### src/rtl/boa_mem_arbiter.sv
// boa_mem_arbiter: fetch/data two-port arbiter onto one shared memory bus, with a wait-state timeout abort.
// Optional macro BOA_ARB_ROUND_ROBIN_EN: round-robin tie-break instead of fixed data-port priority.
module boa_mem_arbiter #(
   parameter int unsigned TIMEOUT = 255
) (
   input  logic        clk,
   input  logic        rst,
   input  logic        i_re,
   input  logic [31:2] i_addr,
   output logic        i_ready,
   output logic [31:0] i_rdata,
   input  logic        d_re,
   input  logic [3:0]  d_we,
   input  logic [31:2] d_addr,
   input  logic [31:0] d_wdata,
   output logic        d_ready,
   output logic [31:0] d_rdata,
   output logic        m_re,
   output logic [3:0]  m_we,
   output logic [31:2] m_addr,
   output logic [31:0] m_wdata,
   input  logic        m_ready,
   input  logic [31:0] m_rdata,
   output logic        err
);

   typedef enum logic [1:0] {
      IDLE   = 2'd0,
      BUSY_I = 2'd1,
      BUSY_D = 2'd2
   } state_t;

   localparam logic [7:0] TIMEOUT_CNT = 8'(TIMEOUT);

   state_t     state_r;
   state_t     state_nxt_s;
   logic [7:0] wait_cnt_r;
   logic [7:0] wait_cnt_nxt_s;
   logic       d_req_s;
   logic       grant_i_s;
   logic       grant_d_s;
   logic       busy_s;
   logic       timeout_s;
   logic       done_s;

`ifdef BOA_ARB_ROUND_ROBIN_EN
   logic       last_d_r;      // 1 when the data port completed most recently
   logic       last_d_nxt_s;
`endif

   assign d_req_s   = d_re | (d_we != 4'h0);
   assign busy_s    = ~rst & (state_r != IDLE);
   assign timeout_s = busy_s & ~m_ready & (wait_cnt_r == TIMEOUT_CNT);
   assign done_s    = (grant_i_s | grant_d_s) & (m_ready | timeout_s);

   // Grant selection: held while busy, arbitrated in IDLE, suppressed in reset
   always_comb begin
      grant_i_s = 1'b0;
      grant_d_s = 1'b0;
      if (rst) begin
         grant_i_s = 1'b0;
         grant_d_s = 1'b0;
      end else begin
         case (state_r)
            IDLE: begin
               if (i_re && d_req_s) begin
`ifdef BOA_ARB_ROUND_ROBIN_EN
                  grant_i_s = last_d_r;
                  grant_d_s = ~last_d_r;
`else
                  grant_d_s = 1'b1;
`endif
               end else begin
                  grant_i_s = i_re;
                  grant_d_s = d_req_s;
               end
            end
            BUSY_I:  grant_i_s = 1'b1;
            BUSY_D:  grant_d_s = 1'b1;
            default: begin
               grant_i_s = 1'b0;
               grant_d_s = 1'b0;
            end
         endcase
      end
   end

   // Forward the granted port onto the memory bus; bus is all-zero without a grant
   always_comb begin
      m_re    = 1'b0;
      m_we    = 4'h0;
      m_addr  = 30'h0;
      m_wdata = 32'h0;
      if (grant_i_s) begin
         m_re   = i_re;
         m_addr = i_addr;
      end else if (grant_d_s) begin
         m_re    = d_re;
         m_we    = d_we;
         m_addr  = d_addr;
         m_wdata = d_wdata;
      end else begin
         m_re    = 1'b0;
         m_we    = 4'h0;
      end
   end

   assign i_ready = grant_i_s & done_s;
   assign d_ready = grant_d_s & done_s;
   assign i_rdata = (grant_i_s & timeout_s) ? 32'h0 : m_rdata;
   assign d_rdata = (grant_d_s & timeout_s) ? 32'h0 : m_rdata;
   assign err     = timeout_s;

   // Next state and wait counter
   always_comb begin
      state_nxt_s    = state_r;
      wait_cnt_nxt_s = wait_cnt_r;
      case (state_r)
         IDLE: begin
            wait_cnt_nxt_s = 8'h0;
            if (grant_i_s && !m_ready) begin
               state_nxt_s = BUSY_I;
            end else if (grant_d_s && !m_ready) begin
               state_nxt_s = BUSY_D;
            end else begin
               state_nxt_s = IDLE;
            end
         end
         BUSY_I, BUSY_D: begin
            if (done_s) begin
               state_nxt_s    = IDLE;
               wait_cnt_nxt_s = 8'h0;
            end else begin
               wait_cnt_nxt_s = wait_cnt_r + 8'd1;
            end
         end
         default: begin
            state_nxt_s    = IDLE;
            wait_cnt_nxt_s = 8'h0;
         end
      endcase
   end

   // State and counter registers
   always_ff @(posedge clk) begin
      if (rst) begin
         state_r    <= IDLE;
         wait_cnt_r <= 8'h0;
      end else begin
         state_r    <= state_nxt_s;
         wait_cnt_r <= wait_cnt_nxt_s;
      end
   end

`ifdef BOA_ARB_ROUND_ROBIN_EN
   // Remember which port finished last, normal or aborted
   always_comb begin
      if (done_s) begin
         last_d_nxt_s = grant_d_s;
      end else begin
         last_d_nxt_s = last_d_r;
      end
   end

   // Last-grant register, data after reset so fetch wins the first tie
   always_ff @(posedge clk) begin
      if (rst) begin
         last_d_r <= 1'b1;
      end else begin
         last_d_r <= last_d_nxt_s;
      end
   end
`endif

endmodule

### config.mk
export PLATFORM = sky130hd
export DESIGN_NAME = boa_mem_arbiter
export DESIGN_NICKNAME = d
export VERILOG_FILES = /design/src/rtl/boa_mem_arbiter.sv
export SDC_FILE = /design/constraint.sdc
export NUM_CORES = 1
export LEC_CHECK = 0
export BUFFER_PORTS_ARGS = -buffer_cell sky130_fd_sc_hd__buf_2
export CAP_MARGIN = 20
export CORE_AREA = 3 3 104 106
export CTS_BUF_LIST = sky130_fd_sc_hd__clkbuf_8
export DETAILED_ROUTE_END_ITERATION = 8
export DIE_AREA = 0 0 107 109
export GPL_ROUTABILITY_DRIVEN = 0
export SKIP_CTS_REPAIR_TIMING = 1
export SLEW_MARGIN = 20
export SYNTH_ARGS = -nofsm -noshare
export SYNTH_HDL_FRONTEND = slang
export SYNTH_SLANG_ARGS = --single-unit
### constraint.sdc
create_clock -name clk -period 3 [get_ports clk]
set_input_delay 0.3 -clock clk [delete_from_list [all_inputs] [get_ports clk]]
set_output_delay 0.3 -clock clk [all_outputs]
set_load 0.01 [all_outputs]
==> impl_metrics.csv, run 1 <==
group,metric,value,unit
placement,placement.cell_area,0.00305,sq mm
placement,hpwl,7080,um
grt,grt_use_met2,22.5,%
final_layout,final_cell_mix,"buf_2, nor2b_1, and2_1",
grt,grt_first_pass_wirelength,11500,um
critical_path,slowest_delay,480,ps
pwr,ir_drop,0.000115,V
sta,setup_tns,0,ps
clock_tree,cts_inserted_buffers,3,
critical_path,start_kind,"register",
grt,grt_pass1_vias,2433,
final_layout,antenna_cells,0,
synthesis,syn_avg_cell_area,7.35,sq um
critical_path,rr_startpoint,"state_r[0]",
die,dieArea,0.0117,sq mm
final_layout,drive_gt1_share,59.2,%
clock_tree,cts.path.max_buffers,2,
grt,grtUsageTotal,11.9,%
critical_path,crit_required,2700,ps
synthesis,async_flop_share,0,%
hold_path,hold_path_class,"reg2reg",
clock_tree,cts_tree,"yes",
synthesis,syn_area,0.00160,sq mm
detailed_routing,drc,0,
critical_path,worstSetupPathType,"reg2out",
synthesis,yosysUniqueCellTypes,32,
critical_path,crit_family,"buffers and inverters",
die,coreArea,0.00986,sq mm
critical_path,cpMaxStageDelayCell,"buf_4",
final_layout,fill_cells,1064,
sta,fin_crit_sh,92.0,%
critical_path,path_cells,"inv_1, ha_1, nand2_1, nand2_1, a211oi_4, buf_4, a22o_1, buf_2",
sta,max_freq,0.362,GHz
status,status,"complete, no violations",
synthesis,ys_ff_latch,10,
critical_path,crit_buf_inv,3,
detailed_routing,dr.first_iter.drc_count,148,
sta,skew,1.27,ps
synthesis,synth_edf_count,0,
die,initial_utilization,16.2,%
sta,setup_viol,0,
sta,final_hold_viol_count,0,
clock_tree,worstSkewPairLatency,230,ps
sta,maxSlewHeadroom,66.5,%
die,row_count,36,
final_layout,final_common_cell,"buf_2",
pwr,p_per_area,225,mW/mm^2
grt,grt_remaining_overflow,0,
synthesis,seq_area_frac_synth,12.5,%
final_layout,postLayoutCellArea,0.00310,sq mm
sta,slew_viol_final,0,
critical_path,crit_fanout,54,
final_layout,multiInputGateArea,0.00130,sq mm
pwr,p_leak,1.76,nW
synthesis,yosys_warnings,0,
final_layout,register_area,200,sq um
die,io_pins,267,
grt,antenna_found_initial,0,
grt,grt_util_met1,14.0,%
job,cap_violations,0,
hold_path,hold_path_startpoint,"wait_cnt_r[0]",
detailed_routing,via_per_inst,4.21,
synthesis,synth_cells,217,
final_layout,area_growth,94.4,%
synthesis,yosys_most_used_dff,"dfxtp_1",
detailed_routing,wire_per_inst,13.5,um
detailed_routing,ant_nets,0,
critical_path,crit_top_cell,"nand2_1",
die,die_w,107,um
final_layout,finalNetCount,613,
sta,grt_setup_unrepaired,"false",
clock_tree,cts-root-buf,"clkbuf_8",
critical_path,cp_data_arrival_time,2460,ps
critical_path,worst_setup_path_end_kind,"primary output",
clock_tree,cts.clk_slew.worst_paths,50,ps
synthesis,syn-num-nets,354,
sta,period_needed,2760,ps
grt,grt_max_degree,55,
detailed_routing,num_vias,2562,
clock_tree,clock-sinks,10,
detailed_routing,firstDrtPassIters,4,
critical_path,crit_start,"state_r[0]",
sta,tightest_slew,501,ps
die,fp.dieH,109,um
grt,top_usage_layer,"met2",
clock_tree,htree_levels,1,
grt,grtUsageMet3,2.61,%
placement,io_buffers,266,
detailed_routing,routed_wl,8190,um
## where the power goes
part	switching [mW]	total [mW]	internal, mW
Clock	0.0522	0.167	0.115
Sequential	0.00110	0.136	0.135
Combinational	0.193	0.394	0.202
Total	0.246	0.698	0.452
## sequential cells by signal, indices dropped and copies added (netlist names)
name,flops
state_r,2
wait_cnt_r,8
## path summary, 6_finish.rpt
check	cells past startpoint	slack [ps]	end
setup / recovery	8	240	m_addr[28]
hold / removal	1	470	wait_cnt_r[0]
setup reg to reg	6	1030	state_r[1]
hold reg to reg	1	470	wait_cnt_r[0]
## worst register-to-register path: stages, from the launching register on
cell,delay [ps]
dfxtp_1,330
inv_1,80
ha_1,270
and4b_1,300
a21oi_1,120
o311ai_4,520
o32ai_1,180
## cell type report
cell class                 instances  share of cell area [%]
clock buffer                       4                    1.77
timing repair buffer             270                    43.9
inverter                           6                   0.726
multi-input combinational        185                    41.8
sequential                        10                    6.45
tap                              133                    5.37
## metal layers
| metal | part of all wire [%] | wire length, um | vias up |
|---|---|---|---|
| li1 | - | - | 1253 |
| met1 | 38 | 3150 | 1135 |
| met2 | 50 | 4120 | 169 |
| met3 | 11 | 871 | 5 |
| met4 | 0.60 | 49 | 0 |
| met5 | 0 | 0 | - |
## cell usage after synthesis, types with 2 or more instances
cell type / instances / area (sq um)
a211oi_1: 2 / 15.0
a21oi_1: 2 / 10.0
a22o_1: 31 / 272
and2_1: 36 / 225
and2b_1: 6 / 45.0
buf_2: 6 / 30.0
buf_6: 4 / 45.0
clkbuf_1: 6 / 22.5
dfxtp_1: 10 / 200
ha_1: 4 / 50.1
inv_1: 6 / 22.5
nand2_1: 5 / 18.8
nand3_1: 4 / 20.0
nor2_1: 13 / 48.8
nor2b_1: 58 / 363
nor3_1: 4 / 20.0
xnor2_1: 3 / 26.3
xor2_1: 3 / 26.3
## kinds of logic (layout without fill, tap and decap cells)
| group | after synthesis | after routing | share of synthesized area (%) |
|---|---|---|---|
| AND/OR/NAND/NOR | 131 | 131 | 49.2 |
| buffers and inverters | 22 | 280 | 7.53 |
| flip-flops | 10 | 10 | 12.5 |
| XOR/XNOR | 6 | 6 | 3.29 |
| adder cells (fa/ha/maj) | 4 | 4 | 3.14 |
| AO/OA/AOI/OAI | 44 | 44 | 24.3 |
## metrics by stage
| step | setup WS [ps] | util, % | hold WS (ps) | cells | total power, mW |
|---|---|---|---|---|---|
| final | 240 | 31.4 | 468 | 608 | 0.698 |
| after global routing | 18.6 | 31.4 | 477 | 608 | 0.751 |
| after CTS | 242 | 31.4 | 451 | 608 | 0.709 |
| after detailed placement | 510 | 30.9 | 460 | 604 | 0.535 |
| after global placement | 607 | 30.9 | 445 | 604 | 0.533 |
| after floorplan | 967 | - | 430 | 217 | 0.332 |
Note: power is estimated with default switching activity, not from simulation.
==> run 2, diff against run 1 <==
clock period = 2.3 ns   (was 3 ns; I/O delays follow)
==> run 2 against run 1 <==
Effect of this change:
- hold slack got worse by 55 ps
- global-route usage barely moved
- combinational power rose by 34%
- die area did not move
- setup slack got worse by 150 ps
- clock skew rose by 1.8 ps
- critical endpoint is now i_rdata[14]
- total power grew 27%
==> impl_metrics.csv, run 2 (same netlist as run 1, synthesis figures left out) <==
group,metric,value,unit
job,cap_violations,0,
detailed_routing,route.met2.wl,4370,um
detailed_routing,met3_length,857,um
clock_tree,clock-sinks,10,
critical_path,crit_required,2070,ps
sta,period_needed,2210,ps
pwr,ir_drop,0.000149,V
sta,max_freq,0.453,GHz
status,status,"complete, no violations",
critical_path,worstSetupPathType,"reg2out",
sta,skew,3.09,ps
critical_path,r2r_cells,6,
critical_path,cp_data_arrival_time,1980,ps
critical_path,r2r_end,"state_r[1]",
die,dieArea,0.0117,sq mm
placement,dpl_worst_slack,241,ps
critical_path,worst_setup_path_end_kind,"primary output",
pwr,p_leak,1.80,nW
hold_path,hold_path_class,"in2reg",
die,initial_utilization,16.2,%
detailed_routing,dr.first_iter.drc_count,122,
detailed_routing,firstDrtPassIters,4,
die,coreArea,0.00986,sq mm
hold_path,holdPathStages,3,
final_layout,antenna_cells,0,
critical_path,crit_fanout,16,
final_layout,top_register,"wait_cnt_r",
clock_tree,htree_levels,1,
sta,setup_tns,0,ps
grt,grt_pass1_vias,2407,
hold_path,holdPathEnd,"state_r[0]",
detailed_routing,routed_wl,8550,um
critical_path,rr_startpoint,"state_r[0]",
clock_tree,cts.path.max_buffers,2,
final_layout,area_growth,104,%
grt,grt_max_degree,52,
die,io_pins,267,
clock_tree,cts_tree,"yes",
final_layout,final_cell_mix,"buf_2, nor2b_1, and2_1",
detailed_routing,num_vias,2577,
placement,dp.cells,605,
detailed_routing,wire_per_inst,14.0,um
final_layout,largest_reg_flops,8,
detailed_routing,top_layer_used,"met4",
die,row_count,36,
sta,tightest_slew,516,ps
sta,maxSlewHeadroom,65.5,%
placement,hpwl,6990,um
sta,setup_ws,90.9,ps
sta,fin_crit_sh,96.0,%
grt,grtUsageTotal,12.0,%
clock_tree,worstSkewPairLatency,230,ps
grt,antenna_found_initial,0,
detailed_routing,via_per_inst,4.21,
die,fp.dieH,109,um
grt,grt_first_pass_wirelength,11600,um
critical_path,start_kind,"register",
placement,io_buffers,266,
pwr,p_per_area,271,mW/mm^2
detailed_routing,drc,0,
clock_tree,cts_inserted_buffers,3,
hold_path,hold_path_startpoint,"i_re",
grt,grt_remaining_overflow,0,
sta,setup_viol,0,
detailed_routing,ant_nets,0,
final_layout,drive_gt1_share,61.6,%
sta,slew_viol_final,0,
clock_tree,cts.clk_slew.worst_paths,50,ps
die,die_w,107,um
detailed_routing,drt-met1-wl,3310,um
critical_path,rrSetupSlack,440,ps
final_layout,final_common_cell,"buf_2",
final_layout,fin_cells,612,
critical_path,crit_start,"wait_cnt_r[1]",
final_layout,fill_cells,1060,
sta,final_hold_viol_count,0,
clock_tree,cts-root-buf,"clkbuf_8",
final_layout,finalNetCount,618,
final_layout,top_regs,"wait_cnt_r (8), state_r (2)",
## run 2: changes by cell type in the layout (fill, tap and decap cells not counted), sizes merged
cell    change
buf         +3
clkbuf      +1
## run 2: critical path, stage by stage (launching register included)
cell and delay [ps]:
dfxtp_1 380, ha_2 230, and4_2 260, nand3_2 130, nor2_4 250, buf_12 140
clkbuf_16 150, nor2b_1 50, buf_2 130
## run 2: stage by stage
| stage | total power, mW | area, sq um | util, % | hold slack, ps |
|---|---|---|---|---|
| after global placement | 0.704 | 3100 | 31.5 | 441 |
| final | 0.884 | 3260 | 33.1 | 413 |
| after global routing | 0.947 | 3260 | 33.1 | 450 |
| after detailed placement | 0.705 | 3100 | 31.5 | 465 |
| after floorplan | 0.433 | 1600 | - | 411 |
| after CTS | 0.889 | 3150 | 31.9 | 400 |
## run 2: worst max-delay path by stage
stage,endpoint,cells after the start
after floorplan,i_rdata[11],7
after global placement,m_addr[28],7
after detailed placement,m_addr[28],7
after CTS,i_rdata[12],8
after global routing,i_rdata[19],8
final,i_rdata[14],8
## run 2: area by class of cell
class	count	area, sq um	area share, %
multi-input cells	185	1330	40.8
clock buffers	3	41.3	1.27
repair buffers	275	1500	45.9
well taps	133	166	5.10
flip-flops and latches	10	204	6.25
inverters	6	22.5	0.691
## run 2: where the power goes
group          total, mW  internal (mW)  switching (mW)
combinational      0.528          0.273           0.255
sequential         0.178          0.177         0.00191
clock              0.177          0.114          0.0630
total              0.884          0.564           0.320
## run 2: routing by layer
layer	vias to the layer above	global-route usage, %
met2	170	22.1
li1	1265	-
met1	1139	14.7
met5	-	0
met3	3	2.61
met4	0	1.10
==> run 3, diff against run 2 <==
CORE_AREA = 3 3 101 103   (was 3 3 104 106)
DIE_AREA = 0 0 104 106   (was 0 0 107 109)
clock period = 2.37 ns   (was 2.3 ns; I/O delays follow)
==> run 3 against run 2 <==
Effect of this change:
- sequential power shrank 3%
- combinational power is essentially flat
- global-route usage grew 1.9 points
- utilization grew 1.4 points
- routed wire length grew 1.8%
- register-to-register slack gained 30 ps
- total power grew 3.6%
- sequential share of layout area is essentially flat
- flip-flop and latch count is the same
==> impl_metrics.csv, run 3 (same netlist as run 1, synthesis figures left out) <==
group,metric,value,unit
detailed_routing,routed_wl,8710,um
final_layout,final_cell_mix,"buf_2, nor2b_1, and2_1",
hold_path,hold_path_class,"in2reg",
final_layout,top_regs,"wait_cnt_r (8), state_r (2)",
critical_path,rrSetupSlack,470,ps
critical_path,worst_setup_path_end_kind,"primary output",
sta,period_needed,2250,ps
pwr,p_per_area,286,mW/mm^2
clock_tree,cts_tree,"yes",
final_layout,drive_gt1_share,60.0,%
final_layout,top_register,"wait_cnt_r",
critical_path,start_kind,"register",
final_layout,finalNetCount,618,
grt,grtUsageTotal,13.9,%
sta,skew,1.73,ps
clock_tree,cts.clk_slew.worst_paths,50,ps
placement,dp.cells,600,
detailed_routing,firstDrtPassIters,4,
detailed_routing,wire_per_inst,14.3,um
grt,grt_first_pass_wirelength,12700,um
final_layout,antenna_cells,0,
final_layout,fin_cells,609,
die,row_count,35,
die,fp.dieH,106,um
sta,slew_viol_final,0,
sta,fin_crit_sh,94.7,%
pwr,p_leak,1.80,nW
critical_path,worstSetupPathType,"reg2out",
sta,setup_viol,0,
grt,grt_remaining_overflow,0,
clock_tree,htree_levels,1,
final_layout,fin_util,34.5,%
status,status,"complete, no violations",
critical_path,crit_required,2130,ps
detailed_routing,via_per_inst,4.32,
placement,io_buffers,266,
die,dieArea,0.0110,sq mm
clock_tree,cts_inserted_buffers,3,
detailed_routing,dr.first_iter.drc_count,116,
die,io_pins,267,
detailed_routing,ant_nets,0,
grt,antenna_found_initial,0,
critical_path,cp_data_arrival_time,2010,ps
grt,grt_pass1_vias,2571,
die,coreArea,0.00928,sq mm
pwr,ir_drop,0.000168,V
sta,final_hold_viol_count,0,
critical_path,crit_fanout,32,
job,cap_violations,0,
final_layout,final_common_cell,"buf_2",
sta,tightest_slew,501,ps
sta,max_freq,0.445,GHz
grt,grt_max_degree,60,
clock_tree,clock-sinks,10,
detailed_routing,num_vias,2628,
die,die_w,104,um
clock_tree,cts-root-buf,"clkbuf_8",
final_layout,area_growth,101,%
clock_tree,worstSkewPairLatency,240,ps
clock_tree,cts.path.max_buffers,2,
sta,maxSlewHeadroom,66.5,%
die,initial_utilization,17.2,%
final_layout,largest_reg_flops,8,
detailed_routing,drc,0,
placement,hpwl,7280,um
sta,grt_setup_unrepaired,"false",
## run 3: changes by cell type in the layout (fill, tap and decap cells not counted), sizes merged
| cell | delta |
|---|---|
| buf | +1 |
## run 3: metrics by stage
stage | area (sq um) | worst slack (ps) | power [mW] | hold slack (ps) | setup TNS [ps]
5_1_grt | 3200 | 3.94 | 0.973 | 436 | 0
2_1_floorplan | 1600 | 400 | 0.420 | 418 | 0
6_report | 3200 | 125 | 0.915 | 403 | 0
3_5_place_dp | 3080 | 208 | 0.683 | 483 | 0
4_1_cts | 3130 | -19.4 | 0.902 | 396 | -21.0
3_3_place_gp | 3080 | 278 | 0.681 | 443 | 0
## run 3: path summary, 6_finish.rpt
path                      start             to  depth (start not counted)
setup / recovery     state_r[0]    i_rdata[11]                          8
hold / removal             i_re     state_r[0]                          3
setup reg to reg     state_r[0]     state_r[1]                          6
hold reg to reg   wait_cnt_r[0]  wait_cnt_r[0]                          1
## run 3: area by class of cell
class,instances,area [sq um]
multi-input cells,185,1300
well taps,129,161
fillers,1016,6080
clock buffers,4,55.1
repair buffers,275,1460
flip-flops and latches,10,200
inverters,6,22.5
## run 3: report_power, final
| group | switching [mW] | internal, mW | leakage (nW) |
|---|---|---|---|
| sequential | 0.00140 | 0.171 | 0.0808 |
| clock | 0.0693 | 0.146 | 0.0288 |
| combinational | 0.253 | 0.275 | 1.69 |
| total | 0.323 | 0.592 | 1.80 |
## run 3: worst max-delay path: stages, from the launching register on
cell     delay [ps]
dfxtp_1         330
inv_1            80
ha_2            230
and4b_1         300
nand3_2         120
nor2_2          180
buf_12          200
and2b_1         200
buf_2           130
## run 3: metal layers
layer	share of wire, %	routed length [um]	global-route usage [%]
met4	0.16	14	1.14
met2	51	4450	25.6
met3	9.2	805	4.01
met5	0	0	0
met1	39	3440	16.5
